`src/rtl/cla_pkg.sv`:
```
// Shared constants and stage-geometry helpers for the pipelined carry-look-ahead adder.
package cla_pkg;

  localparam int unsigned CLA_WIDTH_DEF = 16;
  localparam int unsigned CLA_GROUP_DEF = 4;

  function automatic int unsigned cla_nstg(input int unsigned width, input int unsigned group);
    return (group == 0) ? 0 : width / group;
  endfunction

  // Bit offset of stage k's operand skew slice inside the packed skew vector.
  function automatic int unsigned cla_skew_off(input int unsigned width, input int unsigned group,
                                               input int unsigned k);
    int unsigned off;
    off = 0;
    for (int unsigned j = 0; j < k; j++) off += width - (j + 1) * group;
    return off;
  endfunction

  // Bit offset of stage k's completed-sum slice inside the packed de-skew vector.
  function automatic int unsigned cla_dskw_off(input int unsigned group, input int unsigned k);
    return group * k * (k + 1) / 2;
  endfunction

endpackage

```
`src/rtl/cla_group.sv`:
```
// One combinational GROUP-bit carry-look-ahead block with group generate/propagate.
module cla_group #(
  parameter int unsigned GROUP = 4
) (
  input  logic [GROUP-1:0] a,
  input  logic [GROUP-1:0] b,
  input  logic             ci,
  output logic [GROUP-1:0] s,
  output logic             g,
  output logic             p,
  output logic             co
);

  logic [GROUP-1:0] gen;
  logic [GROUP-1:0] prop;
  logic [GROUP-1:0] c;
  logic             gacc;
  logic             pacc;

  // Every internal carry is formed from prefix generate/propagate terms and ci.
  always_comb begin
    gen  = a & b;
    prop = a ^ b;
    c    = '0;
    gacc = 1'b0;
    pacc = 1'b1;
    for (int unsigned i = 0; i < GROUP; i++) begin
      c[i] = gacc | (pacc & ci);
      gacc = gen[i] | (prop[i] & gacc);
      pacc = pacc & prop[i];
    end
    s  = prop ^ c;
    g  = gacc;
    p  = pacc;
    co = gacc | (pacc & ci);
  end

endmodule

```
`src/rtl/pipelined_cla_adder.sv`:
```
// Pipelined CLA adder: one look-ahead group per stage with operand skew and sum de-skew.
// Define PIPELINED_CLA_OVERFLOW_EN to add the signed-overflow output ovf.
module pipelined_cla_adder
  import cla_pkg::*;
#(
  parameter int unsigned WIDTH = CLA_WIDTH_DEF,
  parameter int unsigned GROUP = CLA_GROUP_DEF
) (
  input  logic             clk,
  input  logic             rst,
  input  logic             in_valid,
  output logic             in_ready,
  input  logic [WIDTH-1:0] a,
  input  logic [WIDTH-1:0] b,
  input  logic             cin,
  output logic             out_valid,
  input  logic             out_ready,
  output logic [WIDTH-1:0] sum,
  output logic             cout
`ifdef PIPELINED_CLA_OVERFLOW_EN
  ,
  output logic             ovf
`endif
);

  localparam int unsigned NSTG      = cla_nstg(WIDTH, GROUP);
  localparam int unsigned SKEW_BITS = (NSTG > 1) ? cla_skew_off(WIDTH, GROUP, NSTG - 1) : 1;
  localparam int unsigned DSKW_BITS = cla_dskw_off(GROUP, NSTG);

  if (GROUP == 0 || WIDTH < GROUP || (WIDTH % GROUP) != 0) begin : g_bad_params
    $error("pipelined_cla_adder: WIDTH must be a non-zero multiple of GROUP");
  end

  logic [NSTG-1:0]      v_q, v_d;
  logic [NSTG-1:0]      c_q, c_d;
  logic [SKEW_BITS-1:0] a_sk_q, a_sk_d;
  logic [SKEW_BITS-1:0] b_sk_q, b_sk_d;
  logic [DSKW_BITS-1:0] s_dk_q, s_dk_d;
  logic                 advance;
`ifdef PIPELINED_CLA_OVERFLOW_EN
  logic                 ovf_q, ovf_d;
`endif

  if (NSTG == 1) begin : g_no_skew
    assign a_sk_d = '0;
    assign b_sk_d = '0;
  end

  // Stage k's unconsumed operands and finished sum bits live in packed per-stage slices.
  for (genvar k = 0; k < NSTG; k++) begin : g_stg
    localparam int unsigned REM  = WIDTH - (k + 1) * GROUP;
    localparam int unsigned DONE = (k + 1) * GROUP;
    localparam int unsigned DOFF = cla_dskw_off(GROUP, k);

    logic [GROUP-1:0] ga, gb, gs;
    logic             gci, gg, gp, gco;

    if (k == 0) begin : g_src_port
      assign ga = a[GROUP-1:0];
      assign gb = b[GROUP-1:0];
      assign gci = cin;
      if (REM > 0) begin : g_fwd
        assign a_sk_d[0 +: REM] = a[WIDTH-1:GROUP];
        assign b_sk_d[0 +: REM] = b[WIDTH-1:GROUP];
      end
      assign s_dk_d[DOFF +: DONE] = gs;
      assign v_d[k] = in_valid;
    end else begin : g_src_stage
      localparam int unsigned POFF  = cla_skew_off(WIDTH, GROUP, k - 1);
      localparam int unsigned PDOFF = cla_dskw_off(GROUP, k - 1);
      assign ga = a_sk_q[POFF +: GROUP];
      assign gb = b_sk_q[POFF +: GROUP];
      assign gci = c_q[k-1];
      if (REM > 0) begin : g_fwd
        localparam int unsigned OFF = cla_skew_off(WIDTH, GROUP, k);
        assign a_sk_d[OFF +: REM] = a_sk_q[POFF + GROUP +: REM];
        assign b_sk_d[OFF +: REM] = b_sk_q[POFF + GROUP +: REM];
      end
      assign s_dk_d[DOFF +: DONE] = {gs, s_dk_q[PDOFF +: k * GROUP]};
      assign v_d[k] = v_q[k-1];
    end

    cla_group #(.GROUP(GROUP)) u_grp (
      .a (ga),
      .b (gb),
      .ci(gci),
      .s (gs),
      .g (gg),
      .p (gp),
      .co(gco)
    );

    assign c_d[k] = gco;

    always_comb begin
      assert (gco == (gg | (gp & gci)));
    end

`ifdef PIPELINED_CLA_OVERFLOW_EN
    if (k == NSTG - 1) begin : g_ovf
      // Carry into the MSB is recovered from the MSB sum bit and its operands.
      assign ovf_d = gco ^ (ga[GROUP-1] ^ gb[GROUP-1] ^ gs[GROUP-1]);
    end
`endif
  end

  assign advance  = !out_valid || out_ready;
  assign in_ready = advance;

  always_ff @(posedge clk or posedge rst) begin
    if (rst) begin
      v_q    <= '0;
      c_q    <= '0;
      a_sk_q <= '0;
      b_sk_q <= '0;
      s_dk_q <= '0;
`ifdef PIPELINED_CLA_OVERFLOW_EN
      ovf_q  <= 1'b0;
`endif
    end else if (advance) begin
      v_q    <= v_d;
      c_q    <= c_d;
      a_sk_q <= a_sk_d;
      b_sk_q <= b_sk_d;
      s_dk_q <= s_dk_d;
`ifdef PIPELINED_CLA_OVERFLOW_EN
      ovf_q  <= ovf_d;
`endif
    end
  end

  assign out_valid = v_q[NSTG-1];
  assign cout      = c_q[NSTG-1];
  assign sum       = s_dk_q[DSKW_BITS-1 -: WIDTH];
`ifdef PIPELINED_CLA_OVERFLOW_EN
  assign ovf       = ovf_q;
`endif

endmodule

```
`config.mk`:
```
export PLATFORM = sky130hd
export DESIGN_NAME = pipelined_cla_adder
export DESIGN_NICKNAME = d
export VERILOG_FILES = /design/src/rtl/cla_pkg.sv /design/src/rtl/cla_group.sv /design/src/rtl/pipelined_cla_adder.sv
export SDC_FILE = /design/constraint.sdc
export NUM_CORES = 1
export LEC_CHECK = 0
export BUFFER_PORTS_ARGS = -buffer_cell sky130_fd_sc_hd__buf_2
export CORE_MARGIN = 2
export CORE_UTILIZATION = 31
export DETAILED_ROUTE_END_ITERATION = 12
export PLACE_DENSITY_LB_ADDON = 0.1
export RECOVER_POWER = 100
export SLEW_MARGIN = 25
export SYNTH_ARGS = -nofsm -noshare
export SYNTH_HDL_FRONTEND = slang
export SYNTH_SLANG_ARGS = --single-unit
```
`constraint.sdc`:
```
create_clock -name clk -period 3.1 [get_ports clk]
set_input_delay 0.465 -clock clk [delete_from_list [all_inputs] [get_ports clk]]
set_output_delay 0.465 -clock clk [all_outputs]
set_load 0.03 [all_outputs]
```
==> metrics.txt, run 1 <==
WL final=8010 µm; Rows=43; starting utilization of the core area=0.317; FF-to-FF Start=v_q[3]$_DFFE_PP0P_; fin crit share=0.757; io pins=56; net count after synthesis=521; first-pass iteration count of the detailed router=4; CORE AREA=13800 µm²; IO buf count=55; Num CTS Buffers=9; post-route design area=4860 µm²; dominant cell type by area after synthesis=dfrtp_1; first-pass GRT wire length=13600 µm; min-delay worst type=input port to asynchronous set/reset pin; Filler cells=1464; GPL Wtd Cong=0.722; die area=15100 µm²; worst slew pin tran=1.64 ns; via count=2863; total grt overflow=0; register bit total from synthesis=96; Syn Area/Cell=9.45 µm²; Die Wd=123 µm; placed cells=665; maximum VDD drop=266 µV; count of cell types in the netlist=25; largest net degree at the start of global routing=82; WP data arrival=2.62 ns; TNS Setup=0 ns; worst setup path start=v_q[3]$_DFFE_PP0P_; RSZ-0062 raised after global routing=no; warnings from Yosys=0; failing checks=max-capacitance violations, max-slew violations; Layout area overhead=10.8%; clk root buf=clkbuf_16; CP Launch Type=flop; Worst Skew=0.00390 ns; GRT Util Overall=0.117; Max Buffers Root-to-Sink=2; Clock transition at path regs=0.06 ns; nets=553; final hold vios=0; leakage=2.48 nW; Synth top area share=0.548; post-cts resize count=0; CP max stage delay=0.88 ns; fraction of layout cells with a size suffix above 1=0.140; Seq/Total Area, Yosys=0.548; maximum fanout along the worst path=63; Vert. Die Dim=123 µm; Slew Limit Fails=82; DP HPWL=5040 µm; Iter 0 DRT Violations=135; CTS tree=built; overall power=4.97 mW; antenna viol nets, final=0; max-cap check violation count=1; CP Class=flop to flop; placed instance area=4650 µm²; setup violators final=0; relative slew slack=-0.0942; CP cell instances=nor2b_1, inv_4, clkbuf_2, o21ai_0, o21ai_1; wire per inst=11.8 µm; final core occ=0.351; CTS Sinks=96; Worst setup EP type=flop; Power per Cell Area=1020 nW/µm²; fmax=426 MHz; critical path's slowest cell=clkbuf_2; vias in the first global route=2835; most area-consuming cells after synthesis=dfrtp_1, nand2_1, ha_1; Crit path required time=3.37 ns; Ant. Diodes=0; run status=complete, but fails checks; fin cells=679; htree depth=3; Final Critical Period=2.35 ns; mapped cell area=4390 µm²; hold_buf cts=0; vias per cell=4.22; postcts setup bufs=0; DRC Markers=0; Syn Inst Count=464; initial antenna violation count=0; clock latency on the worst-skew pair=0.34 ns
[synthesized netlist by cell type]
cell type  instances
dfrtp_1           96
o21ai_0            1
a21oi_2           12
o21bai_2           2
nand2b_1           1
buf_4             16
clkbuf_1           7
a21o_1             4
a21oi_1            4
xnor2_1            4
inv_4              1
o21ai_2            4
nor2b_4            1
fa_1               4
buf_2              3
a211oi_1           4
nand2_1          221
xor2_1             4
o21ai_1           17
nor2_1            12
a211oi_2           4
ha_1              16
inv_1             13
buf_6             11
o21bai_1           2
[cell type report]
class | instances | area [µm²] | share of cell area
sequential | 96 | 2400 | 0.494
multi-input combinational | 317 | 1620 | 0.333
timing repair buffer | 58 | 280 | 0.0577
clock buffer | 14 | 274 | 0.0564
tap | 180 | 225 | 0.0463
inverter | 14 | 57.6 | 0.0118
[report_power, final]
part / switching [mW] / leakage [nW] / internal, mW
combinational: 1.16 / 1.20 / 0.679
clock: 0.441 / 0.135 / 0.602
sequential: 0.295 / 1.15 / 1.80
total: 1.89 / 2.48 / 3.08
[registers in the layout, indices dropped and copies added, names as in the netlist]
register	cells
a_sk_q	24
b_sk_q	24
v_q	4
c_q	4
s_dk_q	40
[logic make-up (layout without fill, tap and decap cells)]
group / after synthesis / count (layout) / synth area share
compound gates: 54 / 54 / 0.0907
xor+xnor: 8 / 8 / 0.0160
fa+ha+maj: 20 / 20 / 0.0639
buf+inv: 51 / 86 / 0.0776
flops: 96 / 96 / 0.548
simple gates: 235 / 235 / 0.204
[worst max-delay path, delay by kind of cell, from the launching register on]
| family | cells | cell delay (ns) |
|---|---|---|
| AND/OR/NAND/NOR | 1 | 0.16 |
| flip-flops | 1 | 0.37 |
| buffers and inverters | 2 | 1.37 |
| AO/OA/AOI/OAI | 2 | 0.36 |
[layout by cell type, fill, tap and decap left out, types with 2 or more instances in the layout]
cell type and n:
o21ai_0 14, nand2_1 221, xnor2_1 4, o21ai_1 8
nor2_1 12, inv_1 12, o21bai_1 2, a21oi_1 4
inv_4 2, clkbuf_2 2, a21oi_2 12, a21o_1 4
ha_1 16, a211oi_2 4, clkbuf_1 22, xor2_1 4
a211oi_1 4, buf_2 35, o21bai_2 2, clkbuf_16 9
dfrtp_1 96, clkbuf_8 3, fa_1 4
[through the flow]
step	setup WS, ns	hold slack [ns]
6_report	0.752	0.266
5_1_grt	0.481	0.311
4_1_cts	0.906	0.299
3_5_place_dp	1.16	0.446
3_3_place_gp	1.17	0.440
2_1_floorplan	0.130	0.430
[metal layers]
metal | GRT usage | share of wire | up-vias
li1 | - | - | 1500
met1 | 0.155 | 0.49 | 1310
met2 | 0.180 | 0.45 | 40
met3 | 0.0249 | 0.035 | 13
met4 | 0.0647 | 0.025 | 0
met5 | 0 | 0 | -
[path summary, 6_finish.rpt]
kind | end | slack (ns) | cells after the start
max | s_dk_q[38]$_DFFE_PP0P_ | 0.75 | 5
min | s_dk_q[29]$_DFFE_PP0P_ | 0.27 | 2
max reg2reg | s_dk_q[38]$_DFFE_PP0P_ | 0.75 | 5
min reg2reg | v_q[2]$_DFFE_PP0P_ | 0.46 | 2
max in group asynchronous | a_sk_q[6]$_DFFE_PP0P_ | 2.17 | 3
min in group clk | b_sk_q[4]$_DFFE_PP0P_ | 0.31 | 3
Power figures use the tool's default switching activity.
==> inputs of run 2 (changes only) <==
==> constraint.sdc (replaced) <==
create_clock -name clk -period 2.1 [get_ports clk]
set_input_delay 0.315 -clock clk [delete_from_list [all_inputs] [get_ports clk]]
set_output_delay 0.315 -clock clk [all_outputs]
set_load 0.03 [all_outputs]
==> metrics.txt, run 2 (synthesis gave the netlist of run 1 again) <==
maximum fanout along the worst path=36 (-43%); total grt overflow=0 (unchanged); RSZ-0062 raised after global routing=no; Ant. Diodes=0 (unchanged); registers with the most flip-flops=s_dk_q: 40 flops, a_sk_q: 24 flops, b_sk_q: 24 flops; Sw Share=0.382 (+0.00148); Buf/Inv on CP=2 (unchanged); CORE AREA=13800 µm² (unchanged); fraction of layout cells with a size suffix above 1=0.146 (+0.00543); family with the most delay on the worst path=buffers and inverters; TNS Setup=0 ns (unchanged); nets=556 (+0.54%); Worst Skew=0.00515 ns (+0.00126 ns); Power per Cell Area=1500 nW/µm² (+46%); CTS Sinks=96 (unchanged); Iter 0 DRT Violations=184 (+36%); DP HPWL=4920 µm (-2.5%); internal power=4.49 mW (+46%); Largest Register=s_dk_q; starting utilization of the core area=0.317 (unchanged); GRT Util Overall=0.114 (-0.00328); postcts setup bufs=0 (unchanged); via count=2901 (+1.3%); hold_buf cts=0 (unchanged); Final Critical Period=1.84 ns; Fin Hold WS=0.171 ns (-0.0950 ns); CP cell instances=nor2b_1, inv_4, clkbuf_2; Clk pwr share=0.204 (-0.006); maximum VDD drop=510 µV (+92%); Layout area overhead=10.5%; Die Wd=123 µm (unchanged); final hold vios=0 (unchanged); register area=2400 µm² (unchanged); fin cells=681 (+0.29%); max-cap check violation count=0 (-1); Slew Limit Fails=0 (-100%); combinational share of power=0.372 (+0.003); worst slew pin tran=1.30 ns (-0.339 ns); initial antenna violation count=0 (unchanged); first-pass GRT wire length=13400 µm (-1.8%); DRC Markers=0 (unchanged); CP Launch Type=flop; Clock transition at path regs=0.06 ns (about the same); io pins=56 (unchanged); critical path's slowest cell=dfrtp_1; CTS tree=built; Multi-input gate area=1610 µm² (-0.46%); setup violators final=0 (unchanged); CP max stage delay=0.37 ns (-0.51 ns); fin crit share=0.875; max reg flops=40 (unchanged); sequential share of power=0.424 (+0.003); placed cells=668 (+0.45%); wire per inst=11.4 µm (-3.6%); GPL Wtd Cong=0.736 (+1.9%); Worst setup EP type=primary output; vias in the first global route=2814 (-0.74%); most frequent cells in the layout=nand2_1, dfrtp_1, buf_2; Vert. Die Dim=123 µm (unchanged); Rows=43 (unchanged); post-cts resize count=0 (unchanged); placed instance area=4660 µm² (+0.24%); clock latency on the worst-skew pair=0.34 ns (about the same); WP data arrival=1.52 ns (-1.10 ns); leakage=2.48 nW (about the same); WL final=7740 µm (-3.4%); antenna viol nets, final=0 (unchanged); CP Class=flop to primary output; Crit path required time=1.78 ns (-1.59 ns); clk root buf=clkbuf_16; sw power=2.78 mW (+47%); Max Buffers Root-to-Sink=2 (unchanged); Filler cells=1466 (+0.14%); post-route design area=4850 µm² (-0.26%); Num CTS Buffers=9 (unchanged); vias per cell=4.26 (+1.0%); run status=finished, final reports clean; IO buf count=55 (unchanged); most common cell after layout, fill and taps aside=nand2_1; largest net degree at the start of global routing=97 (+18%); fmax=544 MHz; die area=15100 µm² (unchanged); relative slew slack=0.132 (+0.226); htree depth=3 (unchanged); first-pass iteration count of the detailed router=6 (+2); min-delay worst type=input port to flop
[run 2: worst paths after layout]
path	start	endpoint	slack, ns	cells after the start
setup / recovery	v_q[3]$_DFFE_PP0P_	in_ready	0.26	3
hold / removal	a[13]	a_sk_q[9]$_DFFE_PP0P_	0.17	3
setup reg to reg	v_q[3]$_DFFE_PP0P_	s_dk_q[39]$_DFFE_PP0P_	0.39	3
hold reg to reg	v_q[2]$_DFFE_PP0P_	v_q[2]$_DFFE_PP0P_	0.46	2
max in group asynchronous	rst	s_dk_q[32]$_DFFE_PP0P_	0.84	3
min in group asynchronous	rst	c_q[3]$_DFFE_PP0P_	0.43	3
[run 2: worst register-to-register path, delay by kind of cell (launching register included)]
| kind | cells | cell delay [ns] |
|---|---|---|
| AO/OA/AOI/OAI | 1 | 0.24 |
| buffers and inverters | 1 | 0.72 |
| flip-flops | 1 | 0.34 |
| AND/OR/NAND/NOR | 1 | 0.26 |
[run 2: layout make-up]
type	count	area share
Clock buffer	12	0.0529
Inverter	14	0.0121
Clock inverter	1	0.00103
Multi-Input combinational cell	317	0.333
Timing Repair Buffer	61	0.0591
Tap cell	180	0.0465
Sequential cell	96	0.496
[run 2: power groups by stage]
stage / logic (mW) / clock network [mW] / registers, mW
after floorplan: 2.60 / 0 / 3.05
after global placement: 2.88 / 0 / 3.11
after detailed placement: 2.93 / 0 / 3.12
after CTS: 2.93 / 1.55 / 3.09
after global routing: 3.15 / 1.64 / 3.19
final: 2.71 / 1.48 / 3.08
[run 2: layer usage]
layer  global-route usage  vias to the layer above  routed length, µm  share of wire
met1                0.140                     1343               3640           0.47
met3               0.0438                        7                376          0.049
met2                0.186                       42               3620           0.47
met5                    0                        -                  0              0
li1                     -                     1509                  -              -
met4               0.0345                        0                 99          0.013
[run 2: through the flow]
stage,util,worst slack (ns),total power [mW]
finish,0.351,0.262,7.27
global route,0.351,0.149,7.97
CTS,0.356,0.259,7.57
detailed placement,0.337,0.478,6.05
global placement,0.337,0.484,5.99
floorplan,-,0.644,5.65
